$ cat config.mk
export PLATFORM = sky130hd
export DESIGN_NAME = gen_chk_seq
export DESIGN_NICKNAME = d
export VERILOG_FILES = /design/src/rtl/gen_chk_seq.sv
export SDC_FILE = /design/constraint.sdc
export NUM_CORES = 1
export LEC_CHECK = 0
export BUFFER_PORTS_ARGS = -buffer_cell sky130_fd_sc_hd__buf_2
export CORE_MARGIN = 3
export CORE_UTILIZATION = 54
export CTS_CLUSTER_SIZE = 14
export DETAILED_ROUTE_END_ITERATION = 10
export PLACE_DENSITY = 0.8
export SETUP_SLACK_MARGIN = 0.02
export SLEW_MARGIN = 40
export SYNTH_ARGS = -nofsm -noshare
export SYNTH_HDL_FRONTEND = slang
export SYNTH_SLANG_ARGS = --single-unit
$ cat constraint.sdc
create_clock -name clk -period 2.47 [get_ports clk]
set_input_delay 0.247 -clock clk [delete_from_list [all_inputs] [get_ports clk]]
set_output_delay 0.247 -clock clk [all_outputs]
set_load 0.05 [all_outputs]
$ cat src/rtl/gen_chk_seq.sv
`default_nettype none
// ============================================================================
// Module   : gen_chk_seq
// Brief    : Sample checker. Collects NSAMP accepted samples of (in1,in2,in3),
//            counts samples that disagree with the expected constants, keeps
//            a per-bit sticky agreement flag for in3 and issues a pass/fail
//            verdict two cycles after the last accepted sample.
// Revision : 1.0 - initial release
// ============================================================================
module gen_chk_seq #(
  parameter int EXP1  = 4,
  parameter int EXP2  = 2,
  parameter int EXP3  = 7,
  parameter int NSAMP = 4
) (
  input  logic       clk,
  input  logic       rst,
  input  logic       start,
  input  logic       in_valid,
  input  logic [2:0] in1,
  input  logic [2:0] in2,
  input  logic [2:0] in3,
  output logic       in_ready,
  output logic       done,
  output logic       pass,
  output logic       fail,
  output logic [7:0] err_cnt,
  output logic [2:0] bit_ok
);

  // Expected values are compared on 3 bits only; wider parameters truncate.
  localparam logic [2:0] C_EXP1 = EXP1[2:0];
  localparam logic [2:0] C_EXP2 = EXP2[2:0];
  localparam logic [2:0] C_EXP3 = EXP3[2:0];
  // Counter value at which the accepted sample is the final one of the run.
  localparam logic [7:0] C_LAST = 8'(NSAMP - 1);

  typedef enum logic [1:0] {
    S_IDLE    = 2'd0,
    S_COLLECT = 2'd1,
    S_JUDGE   = 2'd2,
    S_DONE    = 2'd3
  } state_t;

  state_t     state_q, state_d;
  logic [7:0] cnt_q, cnt_d;
  logic [7:0] err_q, err_d;
  logic       done_q, done_d;
  logic       pass_q, pass_d;
  logic       fail_q, fail_d;

  logic       w_accept;
  logic       w_mismatch;
  logic       w_run_start;

  assign w_accept    = (state_q == S_COLLECT) && in_valid;
  assign w_mismatch  = (in1 != C_EXP1) || (in2 != C_EXP2) || (in3 != C_EXP3);
  // A run can only be (re)started from IDLE or DONE; start elsewhere is ignored.
  assign w_run_start = start && ((state_q == S_IDLE) || (state_q == S_DONE));

  // Next-state and datapath update for the run sequencer.
  always_comb begin
    state_d = state_q;
    cnt_d   = cnt_q;
    err_d   = err_q;
    done_d  = done_q;
    pass_d  = pass_q;
    fail_d  = fail_q;
    case (state_q)
      S_IDLE: begin
        if (start) begin
          state_d = S_COLLECT;
          cnt_d   = 8'd0;
          err_d   = 8'd0;
        end
      end
      S_COLLECT: begin
        if (w_accept) begin
          cnt_d = cnt_q + 8'd1;
          // Saturate so a long run of bad samples never wraps to look clean.
          if (w_mismatch && (err_q != 8'hFF)) begin
            err_d = err_q + 8'd1;
          end
          if (cnt_q == C_LAST) begin
            state_d = S_JUDGE;
          end
        end
      end
      S_JUDGE: begin
        // Verdict is registered here so it appears on entry to DONE.
        state_d = S_DONE;
        done_d  = 1'b1;
        pass_d  = (err_q == 8'd0);
        fail_d  = (err_q != 8'd0);
      end
      S_DONE: begin
        if (start) begin
          state_d = S_COLLECT;
          cnt_d   = 8'd0;
          err_d   = 8'd0;
          done_d  = 1'b0;
          pass_d  = 1'b0;
          fail_d  = 1'b0;
        end
      end
      default: begin
        state_d = S_IDLE;
      end
    endcase
  end

  // State and datapath registers; reset overrides any run in progress.
  always_ff @(posedge clk) begin
    if (rst) begin
      state_q <= S_IDLE;
      cnt_q   <= 8'd0;
      err_q   <= 8'd0;
      done_q  <= 1'b0;
      pass_q  <= 1'b0;
      fail_q  <= 1'b0;
    end else begin
      state_q <= state_d;
      cnt_q   <= cnt_d;
      err_q   <= err_d;
      done_q  <= done_d;
      pass_q  <= pass_d;
      fail_q  <= fail_d;
    end
  end

  // One sticky agreement flag per in3 bit.
  for (genvar gi = 0; gi < 3; gi++) begin : g_lane
    logic lane_ok_q;

    // Lane clears on any accepted sample whose bit disagrees; re-armed per run.
    always_ff @(posedge clk) begin
      if (rst) begin
        lane_ok_q <= 1'b1;
      end else if (w_run_start) begin
        lane_ok_q <= 1'b1;
      end else if (w_accept && (in3[gi] != C_EXP3[gi])) begin
        lane_ok_q <= 1'b0;
      end
    end

    assign bit_ok[gi] = lane_ok_q;
  end

  assign in_ready = (state_q == S_COLLECT);
  assign done     = done_q;
  assign pass     = pass_q;
  assign fail     = fail_q;
  assign err_cnt  = err_q;

endmodule
`default_nettype wire

==> results.py <==
metrics = {
    "floorplanning": {
        "core_area_um2": 2340,
        "start_util": 0.598,
        "die_area_um2": 3240,
        "rows": 17,
        "die_w_um": 56.9,
        "die_y_um": 56.9,
        "pin_count": 28,
    },
    "power": {
        "total_power_w": 0.00136,
        "swShare": 0.453,
        "p_leak_nw": 0.589,
        "internal_power_w": 0.000743,
        "combPwrFrac": 0.496,
        "seqPwrFrac": 0.345,
        "clkPwrFrac": 0.159,
        "p_sw_w": 0.000617,
        "power.density_nw_per_um2": 872,
        "ir_worst_vdd_mv": 0.883,
    },
    "layout": {
        "insertedDiodeCount": 0,
        "drive_gt1_frac": 0.193,
        "areaGrowthSynthToFinish_pct": 11.4,
        "fin_util": 0.666,
        "fin_cells": 220,
        "final_cell_mix": "buf_2 (27), dfxtp_1 (24), nand3_1 (12), nand2_1 (12), nor2_1 (11)",
        "final_common_cell": "buf_2",
        "final_net_count": 213,
    },
    "global_routing": {
        "overflow": 0,
        "grt_max_degree": 22,
        "grt_pass1_wl_um": 5720,
        "grt_util_all_layers": 0.216,
        "antenna_found_initial": 0,
        "grt_pass1_vias": 1311,
    },
    "timing": {
        "setup_viol": 0,
        "hold_viol_final": 0,
        "timing.fmax_mhz": 454,
        "rsz0062_at_grt": "false",
        "fin_tns_setup_ns": 0,
        "tightest_slew_ns": 0.679,
        "fin_ws_ns": 0.266,
        "max_slew_margin": 0.545,
        "period_needed_ns": 2.20,
        "slew_violations": 0,
        "skew_ns": 0.00430,
        "timing.final.crit_share": 0.892,
    },
    "clock_network": {
        "cts.sinks": 24,
        "htreeDepth": 1,
        "cts.repair.resized": 0,
        "cts_tree": "done",
        "path_clk_slew_ns": 0.14,
        "post-cts-setup-buffers": 0,
        "cts_buffer_depth": 2,
        "ctsRootBufferMaster": "clkbuf_4",
        "clk_latency_ns": 0.33,
        "postCtsHoldBufs": 0,
        "cts_buffers": 3,
    },
    "setup_path": {
        "path_cells": "inv_1 > ha_1 > mux2i_1 > nand4bb_1 > or3_1 > a21oi_1",
        "r2r_setup_slack_ns": 0.27,
        "worstPathMaxFanout": 14,
        "start_kind": "register",
        "cp.required_ns": 2.74,
        "cp_slowest_cell": "ha_1",
        "critPathArrivalTime_ns": 2.47,
        "path_class": "register to register",
        "cp-end-kind": "register",
        "max_stage_delay_ns": 0.53,
    },
    "placement": {
        "io_buffer_count": 27,
        "gp_congestion": 0.888,
        "placed_cells": 216,
        "hpwlAfterDp_um": 2390,
        "place_ws_ns": 0.342,
    },
    "synth": {
        "ys.flop_type": "dfxtp_1",
        "synth_area_um2": 1400,
        "avgSynthCellArea_um2": 8.23,
        "ys_warn_count": 0,
        "ys_ff_latch": 24,
        "ys_types": 44,
        "syn-num-nets": 190,
        "async_flop_share": 0,
        "yosys.area.top_type": "dfxtp_1",
        "synth_seq_area_share": 0.343,
        "syn_inst": 170,
        "synth_top_area_share": 0.343,
        "synthTopCellsByArea": "dfxtp_1 (34%), ha_1 (6.3%), nand3_1 (4.3%)",
        "synth_edf_count": 0,
    },
    "routing": {
        "antenna_left": 0,
        "viasPerCell": 6.11,
        "wirelength_um": 3370,
        "first_iter_violations": 53,
        "wl_per_cell_um": 15.3,
        "num_vias": 1344,
        "drc": 0,
        "dr.pass1.iters": 4,
    },
    "run": {
        "maxCapViolCount": 0,
    },
    "outcome": {
        "outcome": "finished clean",
    },
    "worst_hold_path": {
        "min_path_type": "primary input to register",
    },
}
[metal layers]
metal,part of all wire,up-vias,global-route usage
li1,-,668,-
met1,0.44,615,0.286
met2,0.47,57,0.346
met3,0.079,4,0.0299
met4,0.010,0,0.0927
met5,0,-,0
[cells by family after synthesis]
| logic type | share of synthesized area |
|---|---|
| AND/OR/NAND/NOR | 0.301 |
| AO/OA/AOI/OAI | 0.207 |
| flip-flops | 0.343 |
| buffers and inverters | 0.0546 |
| adder cells (fa/ha/maj) | 0.0626 |
| XOR/XNOR | 0.0250 |
| multiplexers | 0.00716 |
[critical path, delay by kind of cell (launching register included)]
kind / cells / cell delay [ns]
AO/OA/AOI/OAI: 1 / 0.14
adder cells (fa/ha/maj): 1 / 0.53
buffers and inverters: 1 / 0.07
flip-flops: 1 / 0.43
multiplexers: 1 / 0.28
AND/OR/NAND/NOR: 2 / 0.70
[per-stage QoR]
step	area [µm²]	hold WS (ns)
after floorplan	1400	0.390
after detailed placement	1520	0.456
final	1560	0.158
after CTS	1560	0.156
after global placement	1520	0.447
after global routing	1560	0.175
[cells in the mapped netlist, types with 2 or more instances]
library cell  count
ha_1              7
nor4_1            5
o21ai_0           9
a31oi_1           2
nor3_1            6
and3_1            2
dfxtp_1          24
nor2_1           11
nand4_1           4
o211ai_1          7
nand3_1          12
inv_1             8
xnor2_1           4
clkbuf_1          5
nor2b_1           7
a21oi_1          10
nand2b_1          4
buf_4             3
or3_1             3
nand4b_1          2
nand2_1          12
[final timing paths]
kind | end | from | cells after the start
worst min register to register | g_lane[1].lane_ok_q$_SDFFE_PP1P_ | g_lane[1].lane_ok_q$_SDFFE_PP1P_ | 2
worst max-delay path | cnt_q[6]$_SDFFE_PP0P_ | state_q[0]$_SDFFE_PP0P_ | 6
worst max register to register | cnt_q[6]$_SDFFE_PP0P_ | state_q[0]$_SDFFE_PP0P_ | 6
worst min-delay path | g_lane[1].lane_ok_q$_SDFFE_PP1P_ | in3[1] | 3
[sequential cells by signal (all words and copies together), names as in the netlist]
name / count
done: 1
pass: 1
g_lane.lane_ok_q: 3
fail: 1
state_q: 2
err_cnt: 8
cnt_q: 8
[power by group through the flow]
stage	combinational, W	sequential (W)	clock, W
finish	0.000674	0.000469	0.000217
global route	0.000741	0.000477	0.000228
CTS	0.000669	0.000469	0.000219
detailed placement	0.000659	0.000478	0
global placement	0.000639	0.000472	0
floorplan	0.000492	0.000513	0
[final cells by class]
cell class                 count  area, µm²
clock buffer                   4       36.3
fill                         220        781
inverter                       8       30.0
multi-input combinational    129        842
sequential                    24        480
tap                           28       35.0
timing repair buffer          27        135
Power figures use the tool's default switching activity.
